==> config.mk <==
export PLATFORM = sky130hd
export DESIGN_NAME = fht_rom_addr_gen
export DESIGN_NICKNAME = d
export VERILOG_FILES = /design/src/rtl/fht_pkg.sv /design/src/rtl/fht_addr_cnt.sv /design/src/rtl/fht_rom_addr_gen.sv
export SDC_FILE = /design/constraint.sdc
export NUM_CORES = 1
export LEC_CHECK = 0
export BUFFER_PORTS_ARGS = -buffer_cell sky130_fd_sc_hd__clkbuf_2
export CAP_MARGIN = 20
export CELL_PAD_IN_SITES_DETAIL_PLACEMENT = 0
export CELL_PAD_IN_SITES_GLOBAL_PLACEMENT = 1
export CORE_ASPECT_RATIO = 1.75
export CORE_MARGIN = 3
export CORE_UTILIZATION = 37
export CTS_CLUSTER_DIAMETER = 150
export DETAILED_ROUTE_END_ITERATION = 6
export GPL_TIMING_DRIVEN = 0
export HOLD_SLACK_MARGIN = 0.15
export MAX_ROUTING_LAYER = met4
export PLACE_DENSITY_LB_ADDON = 0.1
export SYNTH_ARGS = -nofsm -noshare
export SYNTH_HDL_FRONTEND = slang
export SYNTH_SLANG_ARGS = --single-unit
==> constraint.sdc <==
create_clock -name iCLK -period 1.3 [get_ports iCLK]
set_input_delay 0.065 -clock iCLK [delete_from_list [all_inputs] [get_ports iCLK]]
set_output_delay 0.065 -clock iCLK [all_outputs]
set_load 0.05 [all_outputs]
==> src/rtl/fht_pkg.sv <==
// -----------------------------------------------------------------------------
// fht_pkg
//   Shared definitions for the FHT twiddle-ROM address sequencer:
//   - fht_state_e : sequencer FSM encoding (IDLE=0, RUN=1, FLUSH=2, DONE=3)
//   - fht_mask    : per-stage address mask (keeps the top s of a_bit bits)
//   - fht_bitrev  : bit reversal over the low a_bit bits
//   Both helpers work on a FHT_MAX_W-bit container; callers cast the result
//   down to their own address width.
// -----------------------------------------------------------------------------
package fht_pkg;

    localparam int unsigned FHT_MAX_W = 32;

    typedef enum logic [1:0] {
        ST_IDLE  = 2'd0,
        ST_RUN   = 2'd1,
        ST_FLUSH = 2'd2,
        ST_DONE  = 2'd3
    } fht_state_e;

    // Bits [a_bit-1 : a_bit-s] set, everything else clear. s = 0 gives an
    // all-zero mask, s = a_bit gives the full address.
    function automatic logic [FHT_MAX_W-1:0] fht_mask(input int unsigned a_bit,
                                                      input int unsigned s);
        logic [FHT_MAX_W-1:0] m;
        m = '0;
        for (int unsigned i = 0; i < FHT_MAX_W; i++) begin
            if ((i < a_bit) && (i + s >= a_bit)) begin
                m[i] = 1'b1;
            end
        end
        return m;
    endfunction

    function automatic logic [FHT_MAX_W-1:0] fht_bitrev(input logic [FHT_MAX_W-1:0] v,
                                                        input int unsigned          a_bit);
        logic [FHT_MAX_W-1:0] r;
        r = '0;
        for (int unsigned i = 0; i < FHT_MAX_W; i++) begin
            if (i < a_bit) begin
                r[i] = v[a_bit-1-i];
            end
        end
        return r;
    endfunction

endpackage

==> src/rtl/fht_addr_cnt.sv <==
// -----------------------------------------------------------------------------
// fht_addr_cnt
//   Butterfly index (k) / stage counter for the FHT ROM address sequencer.
//   k counts 0..2^A_BIT-1; on wrap the stage advances. After the final
//   (stage STAGES-1, k max) step both counters return to zero.
//
//   Ports:
//     iCLK    in   clock
//     iRESET  in   asynchronous active-high reset
//     iCLR    in   synchronous clear of k and stage (has priority over iEN)
//     iEN     in   advance one butterfly
//     oK      out  butterfly index k
//     oSTAGE  out  stage index
//     oLAST   out  counters sit on the last (stage, k) of the transform
// -----------------------------------------------------------------------------
module fht_addr_cnt #(
    parameter int unsigned A_BIT  = 6,
    parameter int unsigned STAGES = 4,
    parameter int unsigned S_BIT  = 2
) (
    input  logic             iCLK,
    input  logic             iRESET,
    input  logic             iCLR,
    input  logic             iEN,
    output logic [A_BIT-1:0] oK,
    output logic [S_BIT-1:0] oSTAGE,
    output logic             oLAST
);

    logic [A_BIT-1:0] k_q, k_d;
    logic [S_BIT-1:0] stage_q, stage_d;
    logic             k_max;
    logic             last;

    assign k_max = (k_q == '1);
    assign last  = k_max && (stage_q == S_BIT'(STAGES - 1));

    always_comb begin
        k_d     = k_q;
        stage_d = stage_q;
        if (iCLR) begin
            k_d     = '0;
            stage_d = '0;
        end else if (iEN) begin
            // k wraps naturally at 2^A_BIT
            k_d = k_q + A_BIT'(1);
            if (k_max) begin
                stage_d = last ? '0 : stage_q + S_BIT'(1);
            end
        end
    end

    always_ff @(posedge iCLK or posedge iRESET) begin
        if (iRESET) begin
            k_q     <= '0;
            stage_q <= '0;
        end else begin
            k_q     <= k_d;
            stage_q <= stage_d;
        end
    end

    assign oK     = k_q;
    assign oSTAGE = stage_q;
    assign oLAST  = last;

endmodule

==> src/rtl/fht_rom_addr_gen.sv <==
// -----------------------------------------------------------------------------
// fht_rom_addr_gen
//   Address sequencer for the FHT twiddle ROM. For every transform it sweeps
//   all STAGES stages x 2^A_BIT butterflies, presenting oADDR combinationally
//   from the counters. oVALID / oSTAGE / oST_ZERO are registered so they line
//   up with the ROM's one-cycle registered sin/cos output.
//
//   Optional build macro: FHT_ROM_ADDR_BITREV_EN
//     defined   -> oADDR is the bit-reversed masked address (bit-reversed ROM)
//     undefined -> natural order, oADDR = k & MASK(stage)
//
//   Ports:
//     iCLK      in   clock
//     iRESET    in   asynchronous active-high reset
//     iSTART    in   start pulse, sampled only in IDLE
//     iRDY      in   datapath ready; address advances only while high
//     oADDR     out  ROM address
//     oST_ZERO  out  stage-zero flag aligned with ROM q
//     oSTAGE    out  stage index of the current ROM q
//     oVALID    out  ROM q valid this cycle
//     oBUSY     out  high from accepted start until done
//     oDONE     out  single-cycle pulse after the last valid
// -----------------------------------------------------------------------------
module fht_rom_addr_gen
    import fht_pkg::*;
#(
    parameter  int unsigned A_BIT  = 6,
    parameter  int unsigned STAGES = 4,
    localparam int unsigned S_BIT  = (STAGES > 1) ? $clog2(STAGES) : 1
) (
    input  logic             iCLK,
    input  logic             iRESET,
    input  logic             iSTART,
    input  logic             iRDY,
    output logic [A_BIT-1:0] oADDR,
    output logic             oST_ZERO,
    output logic [S_BIT-1:0] oSTAGE,
    output logic             oVALID,
    output logic             oBUSY,
    output logic             oDONE
);

    fht_state_e       state_q, state_d;
    logic             valid_q, valid_d;
    logic [S_BIT-1:0] stage_q, stage_d;
    logic             st_zero_q, st_zero_d;
    logic             busy_q, busy_d;
    logic             done_q, done_d;

    logic             cnt_clr;
    logic             cnt_en;
    logic [A_BIT-1:0] cnt_k;
    logic [S_BIT-1:0] cnt_stage;
    logic             cnt_last;
    logic [A_BIT-1:0] addr_nat;

    fht_addr_cnt #(
        .A_BIT  (A_BIT),
        .STAGES (STAGES),
        .S_BIT  (S_BIT)
    ) u_cnt (
        .iCLK   (iCLK),
        .iRESET (iRESET),
        .iCLR   (cnt_clr),
        .iEN    (cnt_en),
        .oK     (cnt_k),
        .oSTAGE (cnt_stage),
        .oLAST  (cnt_last)
    );

    always_comb begin
        state_d   = state_q;
        valid_d   = 1'b0;
        stage_d   = '0;
        st_zero_d = 1'b0;
        busy_d    = busy_q;
        done_d    = 1'b0;
        cnt_clr   = 1'b0;
        cnt_en    = 1'b0;
        case (state_q)
            ST_IDLE: begin
                if (iSTART) begin
                    state_d = ST_RUN;
                    busy_d  = 1'b1;
                    cnt_clr = 1'b1;
                end
            end
            ST_RUN: begin
                // Address is accepted this cycle; its q appears next cycle,
                // so stage/st_zero are captured with the valid.
                if (iRDY) begin
                    cnt_en    = 1'b1;
                    valid_d   = 1'b1;
                    stage_d   = cnt_stage;
                    st_zero_d = (cnt_stage == '0);
                    if (cnt_last) begin
                        state_d = ST_FLUSH;
                    end
                end
            end
            ST_FLUSH: begin
                state_d = ST_DONE;
                busy_d  = 1'b0;
                done_d  = 1'b1;
            end
            ST_DONE: begin
                state_d = ST_IDLE;
            end
            default: begin
                state_d = ST_IDLE;
            end
        endcase
    end

    always_ff @(posedge iCLK or posedge iRESET) begin
        if (iRESET) begin
            state_q   <= ST_IDLE;
            valid_q   <= 1'b0;
            stage_q   <= '0;
            st_zero_q <= 1'b0;
            busy_q    <= 1'b0;
            done_q    <= 1'b0;
        end else begin
            state_q   <= state_d;
            valid_q   <= valid_d;
            stage_q   <= stage_d;
            st_zero_q <= st_zero_d;
            busy_q    <= busy_d;
            done_q    <= done_d;
        end
    end

    assign addr_nat = A_BIT'(fht_mask(A_BIT, 32'(cnt_stage)) & 32'(cnt_k));

`ifdef FHT_ROM_ADDR_BITREV_EN
    assign oADDR = A_BIT'(fht_bitrev(32'(addr_nat), A_BIT));
`else
    assign oADDR = addr_nat;
`endif

    assign oST_ZERO = st_zero_q;
    assign oSTAGE   = stage_q;
    assign oVALID   = valid_q;
    assign oBUSY    = busy_q;
    assign oDONE    = done_q;

endmodule
==> results.py, run 1 <==
metrics = {
    "pwr": {
        "vdd_drop_max_mv": 0.6345,
        "p_leak_nw": 0.6270,
        "internal_power_w": 0.001011,
        "power_density_nw_per_um2": 1301,
        "switching_share_pct": 40.47,
        "power.switching_w": 0.0006875,
        "comb_power_share_pct": 38.3,
        "pwr-share-seq_pct": 46.1,
        "pwr-share-clk_pct": 15.6,
    },
    "timing": {
        "setup_viol": 6,
        "finClkSkew_ns": 0.007963,
        "worst_slew_pin_slew_ns": 0.6121,
        "hold_ws_ns": 0.3859,
        "fin_crit_ns": 1.485,
        "hold_viol": 0,
        "final.period_utilization_pct": 114.2,
        "layout_setup_ws_ns": -0.1850,
        "rsz0062_at_grt": "true",
        "drv_slew": 0,
        "timing.fmax_ghz": 0.6734,
        "maxSlewHeadroom_pct": 59.15,
    },
    "layout": {
        "nNetsFinal": 134,
        "antenna_cells": 0,
        "layout-drive-gt1-share_pct": 51.28,
        "utilization_pct": 60.07,
        "synthToLayoutAreaGrowth_pct": 48.08,
    },
    "yosys": {
        "synth.area.top_cells": "dfrtp_1 (45%), ha_1 (16%), xor2_1 (4.0%)",
        "synth.top_cell.area_share_pct": 45.39,
        "ys_warn_count": 0,
        "seq_area_frac_synth_pct": 45.39,
        "synth_cells": 84,
        "postSynthAreaPerCell_um2": 10.50,
        "synth-seq-cells": 16,
        "yosysTopAreaCell": "dfrtp_1",
        "netlist_area_um2": 882.1,
        "ys_types": 25,
    },
    "setup_path": {
        "arrival_ns": 1.42,
        "path_class": "reg2out",
        "endpoint_kind": "output pin",
        "crit_required_ns": 1.24,
        "cp-start-kind": "flop",
        "crit_fanout": 5,
    },
    "drt": {
        "viasPerCell": 4.794,
        "antenna_left": 0,
        "vias": 676,
        "wirelength_mm": 1.923,
        "drc": 0,
        "drt_iter0_markers": 8,
        "dr.pass1.iters": 3,
        "avgRoutedWirePerCell_um": 13.64,
    },
    "die": {
        "core_um2": 2175,
        "rows": 22,
        "io_pins": 16,
        "die_w_um": 42.91,
        "start_util_pct": 40.56,
        "dieArea_um2": 3029,
        "die_y_um": 70.59,
    },
    "global_route": {
        "grt_antenna_before_repair": 0,
        "grtUsageTotal_pct": 13.94,
        "grt_pass1_wl_mm": 3.167,
        "first_global_vias": 699,
        "grt_remaining_overflow": 0,
        "grt_max_degree": 17,
    },
    "clock_network": {
        "cts_buffers": 3,
        "clk_pin_slew_worst_paths_ns": 0.10,
        "cts_sinks": 16,
        "cts_tree": "built",
        "cts_buffer_depth": 2,
        "htree_levels": 1,
        "clk_latency_ns": 0.29,
        "ctsRootBufferMaster": "clkbuf_4",
    },
    "status": {
        "status": "finished, violations left",
        "violations": "setup timing",
    },
    "flow_run": {
        "maxCapViolCount": 0,
    },
    "placement": {
        "place_ws_ns": -0.1539,
        "hpwl_mm": 1.221,
        "io_buffers": 13,
        "gp_congestion": 0.7112,
    },
    "min_path": {
        "hold_path.class": "in2async",
    },
}
## metrics by stage
| stage | power [W] | std cells | TNS (ns) | cell area [um2] |
|---|---|---|---|---|
| 3_5_place_dp | 0.001289 | 122 | -0.6228 | 998.5 |
| 4_1_cts | 0.001674 | 138 | -0.6396 | 1250 |
| 6_report | 0.001699 | 141 | -0.5676 | 1306 |
| 5_1_grt | 0.001813 | 141 | -1.045 | 1306 |
| 3_3_place_gp | 0.001273 | 122 | -0.6108 | 998.5 |
| 2_1_floorplan | 0.001147 | 85 | -0.01700 | 903.4 |
## Yosys cell counts, drive strengths merged
cell type and n:
clkbuf 1, a21oi 2, o21a 1, o21ai 5, and2 3, nand4 3, dfrtp 16, xor2 4
nor2b 1, buf 3, o211a 1, conb 1, mux2 1, inv 7, ha 11, xnor2 1
mux2i 3, nand2 3, and3 4, nand3 4, nor2 9
## placed cells by master, fill, tap and decap left out, types with 2 or more instances in the layout
master,instances
mux2i_1,3
inv_2,3
dlygate4sd3_1,3
dfrtp_2,3
nand2_1,3
dfrtp_1,13
and3_1,4
o21ai_2,2
clkbuf_2,9
inv_1,3
nand4_1,2
conb_1,2
nand3_1,2
ha_4,6
o21ai_0,2
nor2_1,8
buf_4,15
ha_1,3
and2_4,2
clkbuf_4,3
buf_8,3
buf_6,2
ha_2,2
xor2_1,4
## worst max-delay path, cell delays in order (launching register included)
cell	delay, ns
dfrtp_2	0.44
buf_6	0.14
ha_4	0.15
o211a_1	0.24
buf_8	0.16
## cell families (layout without fill, tap and decap cells)
group	Yosys count	after routing	share of synthesized area, %
buffers and inverters	11	43	5.673
flip-flops	16	16	45.39
adder cells (fa/ha/maj)	11	11	15.60
AO/OA/AOI/OAI	9	9	6.809
XOR/XNOR	5	5	4.964
other	1	2	0.4251
multiplexers	4	4	5.106
AND/OR/NAND/NOR	27	27	16.03
## final timing paths
kind	depth (start not counted)	startpoint	slack [ns]	endpoint
worst max-delay path	4	u_cnt.oSTAGE[0]$_DFFE_PP0P_	-0.18	oADDR[1]
worst min-delay path	3	iRESET	0.39	oSTAGE[0]$_DFF_PP0_
worst max register to register	6	u_cnt.oSTAGE[1]$_DFFE_PP0P_	-0.09	state_q[1]$_DFFE_PP0P_
worst min register to register	2	oBUSY$_DFFE_PP0P_	0.56	oBUSY$_DFFE_PP0P_
max in group asynchronous	3	iRESET	0.47	u_cnt.oK[3]$_DFFE_PP0P_
min in group iCLK	2	oBUSY$_DFFE_PP0P_	0.56	oBUSY$_DFFE_PP0P_
## power by group through the flow
stage	sequential (W)	clock [W]	combinational [W]
2_1_floorplan	0.000880	0	0.000267
3_3_place_gp	0.000803	0	0.000471
3_5_place_dp	0.000806	0	0.000483
4_1_cts	0.000783	0.000264	0.000627
5_1_grt	0.000810	0.000298	0.000705
6_report	0.000783	0.000265	0.000650
## routing by layer
| layer | global-route usage (%) | vias up | share of wire (%) |
|---|---|---|---|
| met3 | 1.527 | 5 | 2.9 |
| li1 | - | 338 | - |
| met1 | 15.62 | 319 | 37 |
| met5 | - | - | 0 |
| met4 | 5.190 | 0 | 1.6 |
| met2 | 24.58 | 14 | 58 |
## registers in the layout (all words and copies together) (netlist names)
register,count
oBUSY,1
oDONE,1
oSTAGE,2
oST_ZERO,1
oVALID,1
state_q,2
u_cnt.oK,6
u_cnt.oSTAGE,2
## repair_timing
action	4_1_cts	5_1_grt
pin swaps	5	5
endpoints found under the hold margin	20	0
cloned	0	0
setup buffers	11	4
resized for setup	29	12
hold buffers	3	0
setup endpoints to repair	14	13
## layout make-up
type / instances / area, um2
Tap cell: 24 / 30.03
Timing Repair Buffer: 31 / 254.0
Clock buffer: 3 / 22.52
Sequential cell: 16 / 404.1
Fill cell: 198 / 868.3
Inverter: 7 / 28.78
Buffer: 2 / 15.01
Multi-Input combinational cell: 58 / 551.8
(Power assumes the default switching activity.)
==> run 2, diff against run 1 <==
--- a/config.mk
+++ b/config.mk
@@ -18,6 +18,7 @@
 export HOLD_SLACK_MARGIN = 0.15
 export MAX_ROUTING_LAYER = met4
 export PLACE_DENSITY_LB_ADDON = 0.1
+export RECOVER_POWER = 25
 export SYNTH_ARGS = -nofsm -noshare
 export SYNTH_HDL_FRONTEND = slang
 export SYNTH_SLANG_ARGS = --single-unit
==> run 2 against run 1 <==
  * The run still ends with setup timing left
  * Combinational power hardly changed
  * Flip-flop and latch count stayed put
  * Core utilization stayed put
  * Global-route usage stayed put
  * Via count stayed put
  * Final area stayed put
  * Clock skew hardly changed
  * Clock power hardly changed
  * First-iteration DRC count stayed put
  * Critical path depth stayed put
  * Register-to-register slack hardly changed
==> results.py, run 2 (same netlist as run 1, synthesis figures left out) <==
metrics = {
    "status": {
        "status": "finished, violations left",
        "violations": "setup timing",
    },
    "global_route": {
        "grt_remaining_overflow": 0,
        "grt_pass1_wl_mm": 3.167,
        "grt_antenna_before_repair": 0,
        "first_global_vias": 699,
        "grtUsageTotal_pct": 13.94,
        "grt_max_degree": 17,
    },
    "timing": {
        "rsz0062_at_grt": "true",
        "setup_viol": 7,
        "drv_slew": 0,
        "finClkSkew_ns": 0.007928,
        "maxSlewHeadroom_pct": 59.15,
        "hold_viol": 0,
        "worst_slew_pin_slew_ns": 0.6121,
        "fin_crit_ns": 1.485,
        "final.period_utilization_pct": 114.2,
        "layout_setup_ws_ns": -0.1849,
        "timing.fmax_ghz": 0.6734,
    },
    "setup_path": {
        "cp-start-kind": "flop",
        "cp_slowest_cell": "dfrtp_2",
        "crit_fanout": 5,
        "crit_required_ns": 1.24,
        "cpPeakStageDelay_ns": 0.44,
        "path_buf_inv": 2,
        "worstPathCellList": "buf_6, ha_4, o211a_1, buf_8",
        "arrival_ns": 1.42,
        "path_class": "reg2out",
        "endpoint_kind": "output pin",
        "path_delay_family": "flip-flops",
    },
    "drt": {
        "drt_iter0_markers": 8,
        "avgRoutedWirePerCell_um": 13.63,
        "dr.pass1.iters": 3,
        "drc": 0,
        "wirelength_mm": 1.922,
        "viasPerCell": 4.794,
        "antenna_left": 0,
        "vias": 676,
    },
    "placement": {
        "gp_congestion": 0.7112,
        "hpwl_mm": 1.221,
        "io_buffers": 13,
        "placed_cells": 122,
    },
    "clock_network": {
        "clk_pin_slew_worst_paths_ns": 0.10,
        "cts_sinks": 16,
        "htree_levels": 1,
        "ctsRootBufferMaster": "clkbuf_4",
        "cts_buffers": 3,
        "cts_buffer_depth": 2,
        "clk_latency_ns": 0.29,
        "cts_tree": "built",
    },
    "pwr": {
        "power_density_nw_per_um2": 1301,
        "power.total_w": 0.001699,
        "p_leak_nw": 0.6267,
        "vdd_drop_max_mv": 0.6344,
    },
    "layout": {
        "final_cells": 141,
        "synthToLayoutAreaGrowth_pct": 48.08,
        "nNetsFinal": 134,
        "antenna_cells": 0,
        "layout-drive-gt1-share_pct": 50.43,
        "largest_register_ffs": 6,
        "final_cell_mix": "buf_4 (15), dfrtp_1 (13), clkbuf_2 (9)",
        "final_common_cell": "buf_4",
    },
    "die": {
        "die_y_um": 70.59,
        "io_pins": 16,
        "dieArea_um2": 3029,
        "start_util_pct": 40.56,
        "core_um2": 2175,
        "die_w_um": 42.91,
        "rows": 22,
    },
    "min_path": {
        "hold_path.class": "in2async",
    },
    "flow_run": {
        "maxCapViolCount": 0,
    },
}
run 2: cell counts in the layout (fill, tap and decap cells not counted):
No cell type changed its count.
run 2: final cells by class:
class | count | area [um2]
fill | 198 | 868.3
multi-input combinational | 58 | 551.8
sequential | 16 | 404.1
timing repair buffer | 31 | 254.0
tap | 24 | 30.03
inverter | 7 | 28.78
clock buffer | 3 | 22.52
buffer | 2 | 15.01
run 2: timing repair:
item                       CTS  global route
pin swaps                    5             5
setup buffers               11             4
setup endpoints to repair   14            13
hold buffers                 3             0
hold endpoints to repair    20             0
resized for setup           29            12
run 2: metrics by stage:
stage / cell area (um2) / utilization, % / hold WS (ns) / TNS (ns) / setup WS, ns
after floorplan: 903.4 / - / -0.02126 / -0.01700 / -0.01700
after global routing: 1306 / 60.07 / 0.4395 / -1.299 / -0.2306
final: 1306 / 60.07 / 0.3859 / -0.5834 / -0.1849
after detailed placement: 998.5 / 45.91 / 0.1590 / -0.6228 / -0.1539
after CTS: 1250 / 57.48 / 0.3995 / -0.6396 / -0.1765
after global placement: 998.5 / 45.91 / 0.1508 / -0.6108 / -0.1572
run 2: worst paths after layout:
check                                            start                      end  slack [ns]  cells past startpoint
max                        u_cnt.oSTAGE[0]$_DFFE_PP0P_                 oADDR[1]       -0.18                      4
min                                             iRESET      oSTAGE[0]$_DFF_PP0_        0.39                      3
max reg2reg                u_cnt.oSTAGE[1]$_DFFE_PP0P_   state_q[1]$_DFFE_PP0P_       -0.09                      6
min reg2reg                          oBUSY$_DFFE_PP0P_        oBUSY$_DFFE_PP0P_        0.56                      2
max in group asynchronous                       iRESET  u_cnt.oK[3]$_DFFE_PP0P_        0.47                      3
min in group iCLK                    oBUSY$_DFFE_PP0P_        oBUSY$_DFFE_PP0P_        0.56                      2
run 2: layer usage:
| layer | vias to the layer above | track usage [%] | part of all wire, % |
|---|---|---|---|
| met4 | 0 | 5.190 | 1.6 |
| met3 | 5 | 1.527 | 2.9 |
| met2 | 14 | 24.58 | 58 |
| li1 | 338 | - | - |
| met1 | 319 | 15.62 | 37 |
| met5 | - | - | 0 |
run 2: worst reg2reg max path: cells and delay by family, from the launching register on:
kind            cells  cell delay, ns
buf+inv             1            0.14
fa+ha+maj           1            0.14
simple gates        1            0.08
mux                 1            0.30
compound gates      2            0.22
flops               1            0.41
run 2: power breakdown:
group / leakage, nW / total [W] / switching (W) / internal [W]
Clock: 0.0138 / 0.000265 / 0.000158 / 0.000108
Sequential: 0.192 / 0.000783 / 0.000145 / 0.000638
Combinational: 0.420 / 0.000650 / 0.000385 / 0.000266
==> run 3, diff against run 2 <==
--- a/config.mk
+++ b/config.mk
@@ -17,8 +17,9 @@
 export GPL_TIMING_DRIVEN = 0
 export HOLD_SLACK_MARGIN = 0.15
 export MAX_ROUTING_LAYER = met4
-export PLACE_DENSITY_LB_ADDON = 0.1
+export PLACE_DENSITY_LB_ADDON = 0.3
 export RECOVER_POWER = 25
+export REMOVE_ABC_BUFFERS = 1
 export SYNTH_ARGS = -nofsm -noshare
 export SYNTH_HDL_FRONTEND = slang
 export SYNTH_SLANG_ARGS = --single-unit
==> run 3 against run 2 <==
  * First-iteration DRC count decreased by 38%
  * The flow still finishes with violations (setup timing)
  * Critical endpoint unchanged
  * Fmax about the same
  * Final area decreased by 3.2%
  * Register-to-register slack about the same
  * Wire length decreased by 5.6%
  * Critical path type unchanged
  * Count of clock-buffer cells in the layout unchanged
  * Combinational power increased by 3%
  * Die area unchanged
  * Flip-flop and latch count unchanged
  * Clock skew decreased by 0.0069 ns
  * Total power increased by 1.9%
  * Core utilization decreased by 1.9 points
==> results.py, run 3 (same netlist as run 1, synthesis figures left out) <==
metrics = {
    "setup_path": {
        "timing.rr.start": "u_cnt.oSTAGE[1]$_DFFE_PP0P_",
        "endpoint_kind": "output pin",
        "cp_slowest_cell": "dfrtp_2",
        "critical_path.startpoint": "u_cnt.oSTAGE[0]$_DFFE_PP0P_",
        "worstPathCellList": "buf_6, ha_4, o211a_1, buf_8",
        "crit_required_ns": 1.24,
        "r2r_slack_ns": -0.10,
        "path_class": "reg2out",
        "arrival_ns": 1.42,
        "crit_fanout": 5,
        "cp-start-kind": "flop",
        "cpPeakStageDelay_ns": 0.44,
    },
    "die": {
        "io_pins": 16,
        "die_y_um": 70.59,
        "rows": 22,
        "die_w_um": 42.91,
        "start_util_pct": 40.56,
        "dieArea_um2": 3029,
        "core_um2": 2175,
    },
    "layout": {
        "synthToLayoutAreaGrowth_pct": 43.40,
        "fillers": 195,
        "nNetsFinal": 129,
        "final_cells": 136,
        "final_common_cell": "dfrtp_1",
        "layout-drive-gt1-share_pct": 46.43,
        "seq_area_um2": 402.9,
        "largest_register_ffs": 6,
        "multiInputGateArea_um2": 545.5,
        "final_cell_mix": "dfrtp_1 (14), buf_4 (10), clkbuf_2 (9)",
        "antenna_cells": 0,
    },
    "global_route": {
        "grt_pass1_wl_mm": 3.105,
        "grt_max_degree": 17,
        "grtUsageTotal_pct": 13.80,
        "grt_antenna_before_repair": 0,
        "grt_remaining_overflow": 0,
        "first_global_vias": 683,
    },
    "timing": {
        "drv_slew": 0,
        "worst_slew_pin_slew_ns": 0.6155,
        "fin_crit_ns": 1.485,
        "finClkSkew_ns": 0.001065,
        "rsz0062_at_grt": "true",
        "hold_viol": 0,
        "setup_viol": 8,
        "layout_setup_ws_ns": -0.1853,
        "final.period_utilization_pct": 114.3,
        "maxSlewHeadroom_pct": 58.92,
        "timing.fmax_ghz": 0.6733,
    },
    "drt": {
        "vias": 675,
        "drc": 0,
        "avgRoutedWirePerCell_um": 13.35,
        "dr.pass1.iters": 3,
        "drt_iter0_markers": 5,
        "wirelength_mm": 1.815,
        "viasPerCell": 4.963,
        "antenna_left": 0,
    },
    "clock_network": {
        "clk_latency_ns": 0.28,
        "cts_buffers": 3,
        "cts_buffer_depth": 2,
        "ctsRootBufferMaster": "clkbuf_4",
        "htree_levels": 1,
        "cts_sinks": 16,
        "clk_pin_slew_worst_paths_ns": 0.09,
        "cts_tree": "built",
    },
    "pwr": {
        "comb_power_share_pct": 38.5,
        "p_leak_nw": 0.6175,
        "pwr-share-clk_pct": 14.8,
        "power_density_nw_per_um2": 1368,
        "switching_share_pct": 39.80,
        "pwr-share-seq_pct": 46.7,
        "power.switching_w": 0.0006890,
        "power.total_w": 0.001731,
        "internal_power_w": 0.001042,
        "vdd_drop_max_mv": 0.6444,
    },
    "status": {
        "violations": "setup timing",
        "status": "finished, violations left",
    },
    "placement": {
        "gp_congestion": 0.7405,
        "io_buffers": 13,
        "place_ws_ns": -0.2590,
        "placed_cells": 118,
        "hpwl_mm": 1.180,
    },
    "flow_run": {
        "maxCapViolCount": 0,
    },
    "min_path": {
        "hold_path.class": "in2async",
    },
}
[run 3: changes by cell type in the layout (fill, tap and decap cells not counted), sizes merged]
| cell | change |
|---|---|
| buf | -4 |
| clkbuf | -1 |
[run 3: final timing paths]
check                                              end  depth (start not counted)
setup / recovery                              oADDR[1]                          4
hold / removal                     oSTAGE[0]$_DFF_PP0_                          3
setup reg to reg                state_q[1]$_DFFE_PP0P_                          6
hold reg to reg                 state_q[1]$_DFFE_PP0P_                          1
max in group asynchronous  u_cnt.oSTAGE[1]$_DFFE_PP0P_                          3
min in group iCLK               state_q[1]$_DFFE_PP0P_                          1
[run 3: through the flow]
| step | instance area, um2 | hold WS, ns | utilization (%) | TNS, ns |
|---|---|---|---|---|
| after floorplan | 862.1 | -0.02126 | - | -0.2664 |
| after global placement | 957.2 | 0.1451 | 44.02 | -1.384 |
| after detailed placement | 957.2 | 0.1654 | 44.02 | -1.478 |
| after CTS | 1172 | 0.4026 | 53.91 | -0.8202 |
| after global routing | 1265 | 0.4451 | 58.17 | -1.605 |
| final | 1265 | 0.3807 | 58.17 | -0.8002 |
[run 3: layout make-up]
type	instances	share of cell area (%)
Inverter	7	2.473
Sequential cell	16	31.85
Tap cell	24	2.374
Timing Repair Buffer	28	18.40
Multi-Input combinational cell	58	43.13
Clock buffer	3	1.780
[run 3: what timing repair did]
item,in CTS,in global routing
hold buffers,3,0
endpoints found under the hold margin,21,0
endpoints found under the setup margin,12,12
pin swaps,1,2
gates resized for setup,28,16
cloned,0,0
buffers inserted,7,5
[run 3: worst max-delay path: cells and delay by family (launching register included)]
family / cells / cell delay, ns
DFF: 1 / 0.44
buffers and inverters: 2 / 0.31
AOI/OAI and AO/OA: 1 / 0.25
adders and majority gates: 1 / 0.15
[run 3: power by group through the flow]
stage | registers [W] | logic (W) | clock network, W
2_1_floorplan | 0.000880 | 0.000256 | 0
3_3_place_gp | 0.000802 | 0.000456 | 0
3_5_place_dp | 0.000803 | 0.000467 | 0
4_1_cts | 0.000790 | 0.000567 | 0.000268
5_1_grt | 0.000826 | 0.000740 | 0.000284
6_report | 0.000807 | 0.000667 | 0.000257
[run 3: layer usage]
layer | part of all wire (%) | wire [um] | track usage [%] | up-vias
met3 | 2.3 | 42 | 1.527 | 4
met2 | 58 | 1051 | 23.75 | 11
met4 | 1.6 | 29 | 7.266 | 0
li1 | - | - | - | 329
met1 | 38 | 692 | 15.02 | 331
met5 | 0 | 0 | - | -
